<file path="src/rtl/cache_dm_if.sv">
// Requester and backing-memory signals of the direct-mapped cache.
// slave is the cache side, master the requester/memory side.
interface cache_dm_if #(
  parameter int DATA_W = 32,
  parameter int ADDR_W = 10,
  parameter int CNT_W  = 16
);
  logic              req;
  logic              wr;
  logic [ADDR_W-1:0] addr;
  logic [DATA_W-1:0] data;
  logic              ready;
  logic              done;
  logic [DATA_W-1:0] q;
  logic              hit;
  logic              mem_req;
  logic              mem_wr;
  logic [ADDR_W-1:0] mem_addr;
  logic [DATA_W-1:0] mem_wdata;
  logic [DATA_W-1:0] mem_rdata;
  logic              mem_ack;
  logic [CNT_W-1:0]  hit_cnt;
  logic [CNT_W-1:0]  miss_cnt;

  modport slave (
    input  req, wr, addr, data, mem_rdata, mem_ack,
    output ready, done, q, hit, mem_req, mem_wr, mem_addr, mem_wdata, hit_cnt, miss_cnt
  );
  modport master (
    output req, wr, addr, data, mem_rdata, mem_ack,
    input  ready, done, q, hit, mem_req, mem_wr, mem_addr, mem_wdata, hit_cnt, miss_cnt
  );
endinterface

</file>
<file path="src/rtl/cache_dm.sv">
// Direct-mapped, write-through, write-allocate cache with single-word lines,
// a req/done handshake toward the requester and req/ack toward memory.
module cache_dm #(
  parameter int DATA_W = 32,
  parameter int ADDR_W = 10,
  parameter int LINES  = 16,
  parameter int CNT_W  = 16
) (
  input  logic       clk,
  input  logic       rst,
  cache_dm_if.slave  bus
);
  localparam int IDX_W = $clog2(LINES);
  localparam int TAG_W = ADDR_W - IDX_W;

  typedef enum logic [1:0] {IDLE, RD_MEM, WR_MEM} state_t;

  state_t            state_q, state_d;
  logic [LINES-1:0]  valid_q, valid_d;
  logic [DATA_W-1:0] line_data_q [LINES];
  logic [TAG_W-1:0]  line_tag_q  [LINES];

  logic              line_we;
  logic [IDX_W-1:0]  line_idx;
  logic [DATA_W-1:0] line_wdata;
  logic [TAG_W-1:0]  line_wtag;

  logic              hit_acc_q, hit_acc_d;
  logic              done_q, done_d;
  logic [DATA_W-1:0] q_q, q_d;
  logic              hit_q, hit_d;
  logic              mem_req_q, mem_req_d;
  logic              mem_wr_q, mem_wr_d;
  logic [ADDR_W-1:0] mem_addr_q, mem_addr_d;
  logic [DATA_W-1:0] mem_wdata_q, mem_wdata_d;
  logic [CNT_W-1:0]  hit_cnt_q, hit_cnt_d;
  logic [CNT_W-1:0]  miss_cnt_q, miss_cnt_d;

  logic [IDX_W-1:0]  req_idx;
  logic [TAG_W-1:0]  req_tag;
  logic              lookup_hit;
  logic              accept;

  assign req_idx    = bus.addr[IDX_W-1:0];
  assign req_tag    = bus.addr[ADDR_W-1:IDX_W];
  assign lookup_hit = valid_q[req_idx] && (line_tag_q[req_idx] == req_tag);
  assign bus.ready  = (state_q == IDLE) && !rst;
  assign accept     = bus.req && bus.ready;

  always_comb begin
    state_d     = state_q;
    valid_d     = valid_q;
    line_we     = 1'b0;
    line_idx    = req_idx;
    line_wdata  = bus.data;
    line_wtag   = req_tag;
    hit_acc_d   = hit_acc_q;
    done_d      = 1'b0;
    q_d         = q_q;
    hit_d       = 1'b0;
    mem_req_d   = mem_req_q;
    mem_wr_d    = mem_wr_q;
    mem_addr_d  = mem_addr_q;
    mem_wdata_d = mem_wdata_q;
    hit_cnt_d   = hit_cnt_q;
    miss_cnt_d  = miss_cnt_q;

    unique case (state_q)
      IDLE: begin
        if (accept) begin
          hit_acc_d  = lookup_hit;
          mem_addr_d = bus.addr;
          if (!bus.wr && lookup_hit) begin
            done_d = 1'b1;
            q_d    = line_data_q[req_idx];
            hit_d  = 1'b1;
          end else if (!bus.wr) begin
            state_d   = RD_MEM;
            mem_req_d = 1'b1;
            mem_wr_d  = 1'b0;
          end else begin
            // write-allocate: the line is valid with new data before memory acks
            line_we           = 1'b1;
            valid_d[req_idx]  = 1'b1;
            state_d           = WR_MEM;
            mem_req_d         = 1'b1;
            mem_wr_d          = 1'b1;
            mem_wdata_d       = bus.data;
          end
        end
      end
      RD_MEM: begin
        if (bus.mem_ack) begin
          line_we           = 1'b1;
          line_idx          = mem_addr_q[IDX_W-1:0];
          line_wtag         = mem_addr_q[ADDR_W-1:IDX_W];
          line_wdata        = bus.mem_rdata;
          valid_d[line_idx] = 1'b1;
          done_d            = 1'b1;
          q_d               = bus.mem_rdata;
          mem_req_d         = 1'b0;
          state_d           = IDLE;
        end
      end
      WR_MEM: begin
        if (bus.mem_ack) begin
          done_d    = 1'b1;
          hit_d     = hit_acc_q;
          mem_req_d = 1'b0;
          mem_wr_d  = 1'b0;
          state_d   = IDLE;
        end
      end
      default: state_d = IDLE;
    endcase

    if (done_d) begin
      if (hit_d && !(&hit_cnt_q))        hit_cnt_d  = hit_cnt_q + CNT_W'(1);
      else if (!hit_d && !(&miss_cnt_q)) miss_cnt_d = miss_cnt_q + CNT_W'(1);
    end
  end

  always_ff @(posedge clk or posedge rst) begin
    if (rst) begin
      state_q     <= IDLE;
      valid_q     <= '0;
      hit_acc_q   <= 1'b0;
      done_q      <= 1'b0;
      q_q         <= '0;
      hit_q       <= 1'b0;
      mem_req_q   <= 1'b0;
      mem_wr_q    <= 1'b0;
      mem_addr_q  <= '0;
      mem_wdata_q <= '0;
      hit_cnt_q   <= '0;
      miss_cnt_q  <= '0;
    end else begin
      state_q     <= state_d;
      valid_q     <= valid_d;
      hit_acc_q   <= hit_acc_d;
      done_q      <= done_d;
      q_q         <= q_d;
      hit_q       <= hit_d;
      mem_req_q   <= mem_req_d;
      mem_wr_q    <= mem_wr_d;
      mem_addr_q  <= mem_addr_d;
      mem_wdata_q <= mem_wdata_d;
      hit_cnt_q   <= hit_cnt_d;
      miss_cnt_q  <= miss_cnt_d;
    end
  end

  // Data and tag storage is left unreset; valid_q guards it.
  always_ff @(posedge clk) begin
    if (line_we) begin
      line_data_q[line_idx] <= line_wdata;
      line_tag_q[line_idx]  <= line_wtag;
    end
  end

  assign bus.done      = done_q;
  assign bus.q         = q_q;
  assign bus.hit       = hit_q;
  assign bus.mem_req   = mem_req_q;
  assign bus.mem_wr    = mem_wr_q;
  assign bus.mem_addr  = mem_addr_q;
  assign bus.mem_wdata = mem_wdata_q;
  assign bus.hit_cnt   = hit_cnt_q;
  assign bus.miss_cnt  = miss_cnt_q;
endmodule

</file>
<file path="src/flat_wrapper.sv">
// flat-port wrapper written by rule: the top's interface ports become plain ports
module cache_dm_flat 
#(
  parameter int DATA_W = 32,
  parameter int ADDR_W = 10,
  parameter int LINES  = 16,
  parameter int CNT_W  = 16
)
  (clk, rst, bus_req, bus_wr, bus_addr, bus_data, bus_mem_rdata, bus_mem_ack, bus_ready, bus_done, bus_q, bus_hit, bus_mem_req, bus_mem_wr, bus_mem_addr, bus_mem_wdata, bus_hit_cnt, bus_miss_cnt);
  cache_dm_if #(.DATA_W(DATA_W), .ADDR_W(ADDR_W), .CNT_W(CNT_W)) bus_i ();
  input  logic clk;
  input  logic rst;
  input wire logic [$bits(bus_i.req)-1:0] bus_req;
  input wire logic [$bits(bus_i.wr)-1:0] bus_wr;
  input wire logic [$bits(bus_i.addr)-1:0] bus_addr;
  input wire logic [$bits(bus_i.data)-1:0] bus_data;
  input wire logic [$bits(bus_i.mem_rdata)-1:0] bus_mem_rdata;
  input wire logic [$bits(bus_i.mem_ack)-1:0] bus_mem_ack;
  output wire logic [$bits(bus_i.ready)-1:0] bus_ready;
  output wire logic [$bits(bus_i.done)-1:0] bus_done;
  output wire logic [$bits(bus_i.q)-1:0] bus_q;
  output wire logic [$bits(bus_i.hit)-1:0] bus_hit;
  output wire logic [$bits(bus_i.mem_req)-1:0] bus_mem_req;
  output wire logic [$bits(bus_i.mem_wr)-1:0] bus_mem_wr;
  output wire logic [$bits(bus_i.mem_addr)-1:0] bus_mem_addr;
  output wire logic [$bits(bus_i.mem_wdata)-1:0] bus_mem_wdata;
  output wire logic [$bits(bus_i.hit_cnt)-1:0] bus_hit_cnt;
  output wire logic [$bits(bus_i.miss_cnt)-1:0] bus_miss_cnt;
  assign bus_i.req = bus_req;
  assign bus_i.wr = bus_wr;
  assign bus_i.addr = bus_addr;
  assign bus_i.data = bus_data;
  assign bus_i.mem_rdata = bus_mem_rdata;
  assign bus_i.mem_ack = bus_mem_ack;
  assign bus_ready = bus_i.ready;
  assign bus_done = bus_i.done;
  assign bus_q = bus_i.q;
  assign bus_hit = bus_i.hit;
  assign bus_mem_req = bus_i.mem_req;
  assign bus_mem_wr = bus_i.mem_wr;
  assign bus_mem_addr = bus_i.mem_addr;
  assign bus_mem_wdata = bus_i.mem_wdata;
  assign bus_hit_cnt = bus_i.hit_cnt;
  assign bus_miss_cnt = bus_i.miss_cnt;
  cache_dm #(.DATA_W(DATA_W), .ADDR_W(ADDR_W), .LINES(LINES), .CNT_W(CNT_W)) u_core (.clk(clk), .rst(rst), .bus(bus_i));
endmodule
</file>
<file path="config.mk">
export PLATFORM = sky130hd
export DESIGN_NAME = cache_dm_flat
export DESIGN_NICKNAME = d
export VERILOG_FILES = /design/src/rtl/cache_dm_if.sv /design/src/rtl/cache_dm.sv /design/src/flat_wrapper.sv
export SDC_FILE = /design/constraint.sdc
export NUM_CORES = 1
export LEC_CHECK = 0
export CORE_ASPECT_RATIO = 1.4
export CORE_UTILIZATION = 40
export CTS_CLUSTER_DIAMETER = 40
export DETAILED_ROUTE_END_ITERATION = 10
export DONT_BUFFER_PORTS = 1
export GPL_ROUTABILITY_DRIVEN = 0
export SYNTH_ARGS = -nofsm -noshare
export SYNTH_HDL_FRONTEND = slang
export SYNTH_SLANG_ARGS = --single-unit
export TNS_END_PERCENT = 5
</file>
<file path="constraint.sdc">
create_clock -name clk -period 4.1 [get_ports clk]
set_input_delay 0.615 -clock clk [delete_from_list [all_inputs] [get_ports clk]]
set_output_delay 0.615 -clock clk [all_outputs]
set_load 0.02 [all_outputs]
</file>
==> run metrics, run 1 <==
top sig layer met5; power per standard cell area roughly 620 nW/um^2; H-tree Lvls 3; CTS Buf Count 96; clock power share 0.418; WL met2 roughly 34000 um; Multi-input gate area 7600 sq um; largest net degree at the start of global routing between 150 and 200; Core Util, Final 0.469; fill count between 6000 and 7000; slew at the pin with the worst max-slew slack slightly above 1 ns; synth unique cells 52; met3 wire length around 3800 um; WL met1 between 20000 and 30000 um; slew margin rel. 0.312; synthesized area per cell 19.9 sq um; vias in the first global route 15300; Cells after Synth 1476; CP endpoint kind flop; asr flop ratio synth 0.175; crit-path max cell delay about 0.46 ns; reg2reg end u_core.line_data_q[9][1]; Finished Cell Area 34100 sq um; CP endpoint u_core.line_data_q[9][1]; sequential group share of total power 0.476; Die Span X 231 um; vias per std cell around 5.6; input/output buffers 0; most frequent CP cell inv_1; number of synthesized flops with an enable pin approximately 610; total congestion overflow 0; Clock Tree Root clkbuf_16; Die Area roughly 75000 sq um; Psw 5.71 mW; fin crit period 3.36 ns; post-CTS resize count 0; placed cell area between 30000 and 40000 sq um; synthesized cell area between 20000 and 30000 sq um; Max Root-Sink Buffers 3; via count ~14000; Synth top area share 0.622; Antenna diodes 0; DRC 0; type of origin of the critical path flop; max_cap viols 0; CP bufs+invs 3; Worst path slowest cell buf_4; Core Area roughly 73000 sq um; Worst-path clk slew roughly 0.070 ns; Max Clock Freq about 300 MHz; unrepaired setup endpoints after global routing no; top post-synthesis cells by area edfxtp_1 (62%), mux4_2 (13%), dfrtp_1 (11%), mux2_2 (2.8%), mux2i_1 (2.0%); ys flop type edfxtp_1; critical path depth 10; worst skew pair latency between 0.6 and 0.7 ns; final setup fails 0; initial core utilization 0.404; Crit path required time around 4.4 ns; Final Hold Viols 0; final net count between 1500 and 2000; P&R area growth vs syn 16.0%; peak supply drop around 0.00034 V; initial antenna violation count 1; critical path cell sequence inv_1 > ha_1 > inv_1 > nor2_1 > and2_1 > nand2_2 > nor4b_1 > a31oi_1 > nor2_4 > buf_4; Antenna Nets Post-Route 0; crit path max fanout 26; Max Slew Vio Count 0; Comb pwr share 0.106; Yosys top cell by area edfxtp_1; Die Y between 300 and 400 um; gr usage total 0.181; P_int 15.3 mW; Top delay family on crit path simple AND/OR/NAND/NOR gates; register area between 20000 and 25000 sq um; kind of critical path reg -> reg; first-pass GRT wire length just under 100000 um; setup TNS 0 ns; TritonCTS clock tree done; Leak around 12 nW; setup bufs post-CTS 0; register area share after synthesis 0.732; fin crit share 0.820; FF-to-FF path depth 10; Synth Register Bits ~740; Switching Fraction 0.272; Initial DRT Pass Iterations 7; setup slack, reg-to-reg ~0.74 ns; row count about 120; layout cell share with drive strength beyond 1 0.299; I/O Pins 190; CP Data Arrival Time about 3.6 ns; status finished clean; wire per inst ~26 um; Mapped Nets 1561; Sink Count between 700 and 800; YS warnings 0; number of DRC markers in iteration 0 about 980; Worst Hold Class in -> reg; worst reg2reg startpoint u_core.state_q[0]; final hold slack 0.0489 ns; final worst clock skew around 0.043 ns; worst setup path startpoint u_core.state_q[0]; HPWL Detailed between 30000 and 40000 um; final wirelength about 67000 um
[power by group through the flow]
stage | combinational [mW] | sequential (mW) | clock, mW
2_1_floorplan | 1.72 | 9.96 | 0
3_3_place_gp | 2.17 | 10.1 | 0
3_5_place_dp | 2.26 | 10.1 | 0
4_1_cts | 2.27 | 9.99 | 8.94
5_1_grt | 2.43 | 10.1 | 9.23
6_report | 2.22 | 9.98 | 8.77
[worst reg2reg max path, cell delays in order (launching register included)]
cell	delay, ns
dfrtp_1	0.43
inv_1	0.13
ha_1	0.27
inv_1	0.13
nor2_1	0.44
and2_1	0.24
nand2_2	0.14
nor4b_1	0.29
a31oi_1	0.24
nor2_4	0.21
buf_4	0.46
[through the flow]
step / instances / power, mW / setup slack (ns)
floorplan: 1476 / 11.7 / -0.316
global placement: 2395 / 12.3 / 0.707
detailed placement: 2395 / 12.4 / 0.656
CTS: 2576 / 21.2 / 0.753
global route: 2576 / 21.7 / 0.593
finish: 2576 / 21.0 / 0.738
[metal layers]
metal,vias up,global-route usage
li1,6128,-
met1,7682,0.223
met2,443,0.316
met3,128,0.0333
met4,4,0.0677
met5,-,0
[cells in the final DEF (no fill, tap or decap), drive strengths merged, types with 7 or more instances in the layout]
| cell | synthesis | final |
|---|---|---|
| mux4 | 178 | 178 |
| mux2i | 60 | 60 |
| nor2 | 33 | 33 |
| o22ai | 19 | 19 |
| xor2 | 16 | 16 |
| mux2 | 75 | 75 |
| dfrtp | 129 | 129 |
| nand2 | 83 | 83 |
| bufinv | 0 | 14 |
| a22oi | 10 | 10 |
| buf | 32 | 42 |
| and2 | 7 | 7 |
| a21o | 18 | 18 |
| nand3 | 21 | 21 |
| xnor2 | 20 | 20 |
| clkinvlp | 0 | 9 |
| clkinv | 0 | 32 |
| clkbuf | 43 | 103 |
| and3 | 14 | 14 |
| o21ai | 36 | 36 |
| a21oi | 14 | 14 |
| edfxtp | 608 | 608 |
| inv | 12 | 34 |
[cell usage after synthesis (2+ instances only)]
cell type,number
buf_6,7
o22ai_1,18
and2_1,7
nor3_1,2
xnor2_1,20
mux4_1,3
nand3b_1,3
or2_2,2
and4_1,3
a21oi_4,2
xor2_1,16
nor2_1,33
buf_1,14
nand3_1,17
clkbuf_1,43
buf_4,2
nand4_1,5
ha_1,6
nand3_2,3
o21ai_1,32
nand2b_1,4
mux2i_1,60
a21o_1,18
a22oi_1,10
o21ai_0,4
mux4_2,175
dfrtp_1,129
a31oi_1,6
and3_1,14
o211ai_1,3
edfxtp_1,608
buf_2,8
inv_1,12
a21oi_1,12
mux2_2,74
nand2_1,83
nor2b_1,3
[flip-flops by register name, summed over array words and instances, names as in the netlist]
| name | flops |
|---|---|
| u_core.line_tag_q | 96 |
| u_core.bus.miss_cnt | 16 |
| u_core.bus.mem_wr | 1 |
| u_core.valid_q | 16 |
| u_core.bus.hit_cnt | 16 |
| u_core.state_q | 2 |
| u_core.line_data_q | 512 |
| u_core.bus.q | 32 |
| u_core.bus.mem_addr | 10 |
| u_core.bus.mem_wdata | 32 |
| u_core.bus.mem_req | 1 |
| u_core.bus.hit | 1 |
| u_core.bus.done | 1 |
| u_core.hit_acc_q | 1 |
[final cells by class]
class / count / share of cell area
Clock buffer: 103 / 0.0719
Clock inverter: 77 / 0.0278
Inverter: 12 / 0.00147
Multi-Input combinational cell: 652 / 0.223
Sequential cell: 737 / 0.631
Tap cell: 952 / 0.0350
Timing Repair Buffer: 43 / 0.0103
[repair_timing]
item | CTS | global route
setup endpoints to repair | 0 | 0
hold buffers | 1 | 0
endpoints found under the hold margin | 57 | 0
[cells by family after synthesis]
| kind of cell | share of synthesized area |
|---|---|
| AO/OA/AOI/OAI | 0.0252 |
| XOR/XNOR | 0.0107 |
| adder cells (fa/ha/maj) | 0.00256 |
| buffers and inverters | 0.0141 |
| flip-flops | 0.732 |
| multiplexers | 0.186 |
| AND/OR/NAND/NOR | 0.0296 |
[how the worst min path moves through the flow]
stage                           start                endpoint  slack, ns  cells past startpoint
floorplan           u_core.valid_q[9]       u_core.valid_q[9]       0.42                      1
global placement    u_core.valid_q[9]       u_core.valid_q[9]       0.44                      1
detailed placement  u_core.valid_q[4]       u_core.valid_q[4]       0.44                      1
CTS                       bus_addr[7]  u_core.bus.mem_addr[7]       0.01                      2
global route              bus_addr[6]  u_core.bus.mem_addr[6]       0.05                      2
finish                    bus_addr[7]  u_core.bus.mem_addr[7]       0.05                      2
(Power assumes the default switching activity.)
==> run 2: changes to the inputs <==
==> constraint.sdc (replaced) <==
create_clock -name clk -period 3 [get_ports clk]
set_input_delay 0.45 -clock clk [delete_from_list [all_inputs] [get_ports clk]]
set_output_delay 0.45 -clock clk [all_outputs]
set_load 0.02 [all_outputs]
==> run 2 against run 1 <==
Effect of this change: first-iteration DRC count is 19% higher; worst hold slack lost 0.026 ns; count of clock-buffer cells in the layout rose by 3; final cell count rose by 3.2%; flip-flop and latch count did not move; combinational power up 49%; wire length increased by 4.9%; register-to-register slack lost 0.64 ns; non-clock buffer count increased by 85; highest routed layer is now met4.
==> run metrics, run 2 (same netlist as run 1, synthesis figures left out) <==
final worst clock skew 0.0306 ns (-0.0125 ns); I/O Pins 190 (unchanged); Largest regs u_core.line_data_q: 512 flops, u_core.line_tag_q: 96 flops; wire per inst 26.3 um (+1.7%); Top delay family on crit path compound AO/OA/AOI/OAI gates; hold path depth 2 (unchanged); worst skew pair latency 0.66 ns (-0.02 ns); Finished Cell Area 35000 sq um (+2.9%); total congestion overflow 0 (unchanged); pre-CTS setup slack -0.0241 ns (-0.680 ns); fin crit share 0.967 (+0.147); critical path depth 10 (unchanged); Die Y 323 um (unchanged); final worst setup slack 0.0997 ns (-0.639 ns); Worst path slowest cell a31oi_1; Max Clock Freq 345 MHz (+16%); Antenna diodes 0 (unchanged); via count 14700 (+2.0%); CTS Buf Count 95 (-1.0%); kind of critical path reg -> reg; fin crit period 2.90 ns (-0.461 ns); Clock Tree Root clkbuf_16; slew at the pin with the worst max-slew slack 1.00 ns (-0.0241 ns); layout cell share with drive strength beyond 1 0.291 (-0.00794); Max Root-Sink Buffers 3 (unchanged); max_cap viols 0 (unchanged); final net count 1711 (+5.2%); gr usage total 0.192 (+0.0105); Die Area 74500 sq um (unchanged); row count 117 (unchanged); Max Slew Vio Count 0 (unchanged); H-tree Lvls 3 (unchanged); Final Hold Viols 0 (unchanged); CP endpoint kind flop; most frequent cells in the layout edfxtp_1 (608), mux4_2 (175), dfrtp_1 (129); Initial DRT Pass Iterations 4 (-3); Worst Hold Class in -> reg; max reg flops 512 (unchanged); Most flops, register u_core.line_data_q; final wirelength 69800 um (+4.9%); CP bufs+invs 3 (unchanged); Antenna Nets Post-Route 0 (unchanged); DP Cell Count 2409 (+0.58%); largest net degree at the start of global routing 177 (unchanged); Non-Filler Instances 2658 (+3.2%); Worst-path clk slew 0.06 ns (about the same); Die Span X 231 um (unchanged); Leak 12.1 nW (+3.1%); first-pass GRT wire length 104000 um (+5.9%); Core Area 72600 sq um (unchanged); P&R area growth vs syn 19.3%; Design Power 28.8 mW (+37%); status finished clean; vias per std cell 5.52 (-1.2%); power per standard cell area 823 nW/um^2 (+34%); most common cell after layout, fill and taps aside edfxtp_1; critical path cell sequence inv_1 > ha_1 > inv_1 > nor2_4 > and2_1 > nand2_2 > nor4b_1 > a31oi_1 > nor2_4 > buf_12; placed cell area 30900 sq um (+0.92%); setup bufs post-CTS 0 (unchanged); input/output buffers 0 (unchanged); initial antenna violation count 1 (unchanged); vias in the first global route 16000 (+4.2%); DRC 0 (unchanged); slew margin rel. 0.328 (+0.0161); crit path max fanout 34 (+31%); number of DRC markers in iteration 0 1160 (+19%); CP Data Arrival Time 3.27 ns (-0.37 ns); Sink Count 737 (unchanged); HPWL Detailed 37800 um (+1.0%); type of origin of the critical path flop; TritonCTS clock tree done; crit-path max cell delay 0.75 ns (+0.29 ns); peak supply drop 0.000520 V (+51%); fill count 5951 (-2.0%); unrepaired setup endpoints after global routing yes; initial core utilization 0.404 (unchanged); FF-to-FF path depth 10 (unchanged); Crit path required time 3.37 ns (-1.01 ns); final setup fails 0 (unchanged)
run 2: cell count changes in the layout (fill, tap and decap cells not counted), sizes merged:
cell and change:
clkinv -2, bufinv +1, inv -8, buf +14
clkinvlp +3, dlygate4sd3 +71, clkbuf +3
run 2: power breakdown:
part / switching [mW] / internal (mW) / total (mW)
logic: 1.92 / 1.38 / 3.30
registers: 1.26 / 12.3 / 13.6
clock network: 4.62 / 7.30 / 11.9
total: 7.81 / 21.0 / 28.8
run 2: cell type report:
| class | count | area [sq um] | area share |
|---|---|---|---|
| Sequential cell | 737 | 21500 | 0.613 |
| Multi-Input combinational cell | 652 | 7600 | 0.217 |
| Clock buffer | 106 | 2440 | 0.0696 |
| Timing Repair Buffer | 128 | 1350 | 0.0384 |
| Tap cell | 952 | 1190 | 0.0340 |
| Clock inverter | 71 | 932 | 0.0266 |
| Inverter | 12 | 48.8 | 0.00139 |
run 2: what timing repair did:
action,CTS,global route
resized for setup,1,1
hold buffers,72,0
hold endpoints to repair,111,0
pin swaps,0,0
setup endpoints to repair,16,76
run 2: worst paths after layout:
check / from / endpoint / slack (ns)
hold reg to reg: u_core.valid_q[12] / u_core.valid_q[12] / 0.45
setup / recovery: u_core.state_q[1] / u_core.line_data_q[5][6] / 0.1
min in group asynchronous: rst / u_core.bus.mem_addr[3] / 0.60
max in group asynchronous: rst / u_core.bus.q[21] / 1.68
setup reg to reg: u_core.state_q[1] / u_core.line_data_q[5][6] / 0.1
hold / removal: bus_mem_rdata[12] / u_core.bus.q[12] / 0.02
run 2: worst register-to-register path, delay by kind of cell (launching register included):
kind / cells / cell delay [ns]
buf+inv: 3 / 0.55
simple gates: 5 / 0.66
fa+ha+maj: 1 / 0.20
compound gates: 1 / 0.75
flops: 1 / 0.40
run 2: through the flow:
stage	TNS [ns]	utilization	hold WS, ns
3_3_place_gp	0	0.426	0.436
3_5_place_dp	-0.0692	0.426	0.443
2_1_floorplan	-230.71	-	0.423
5_1_grt	-1.11	0.483	0.0212
4_1_cts	0	0.483	0.00453
6_report	0	0.483	0.0228
run 2: layer usage:
layer	track usage	wire [um]
met5	0	0
met1	0.245	28500
met4	0.0656	1550
met2	0.328	35800
met3	0.0363	3930
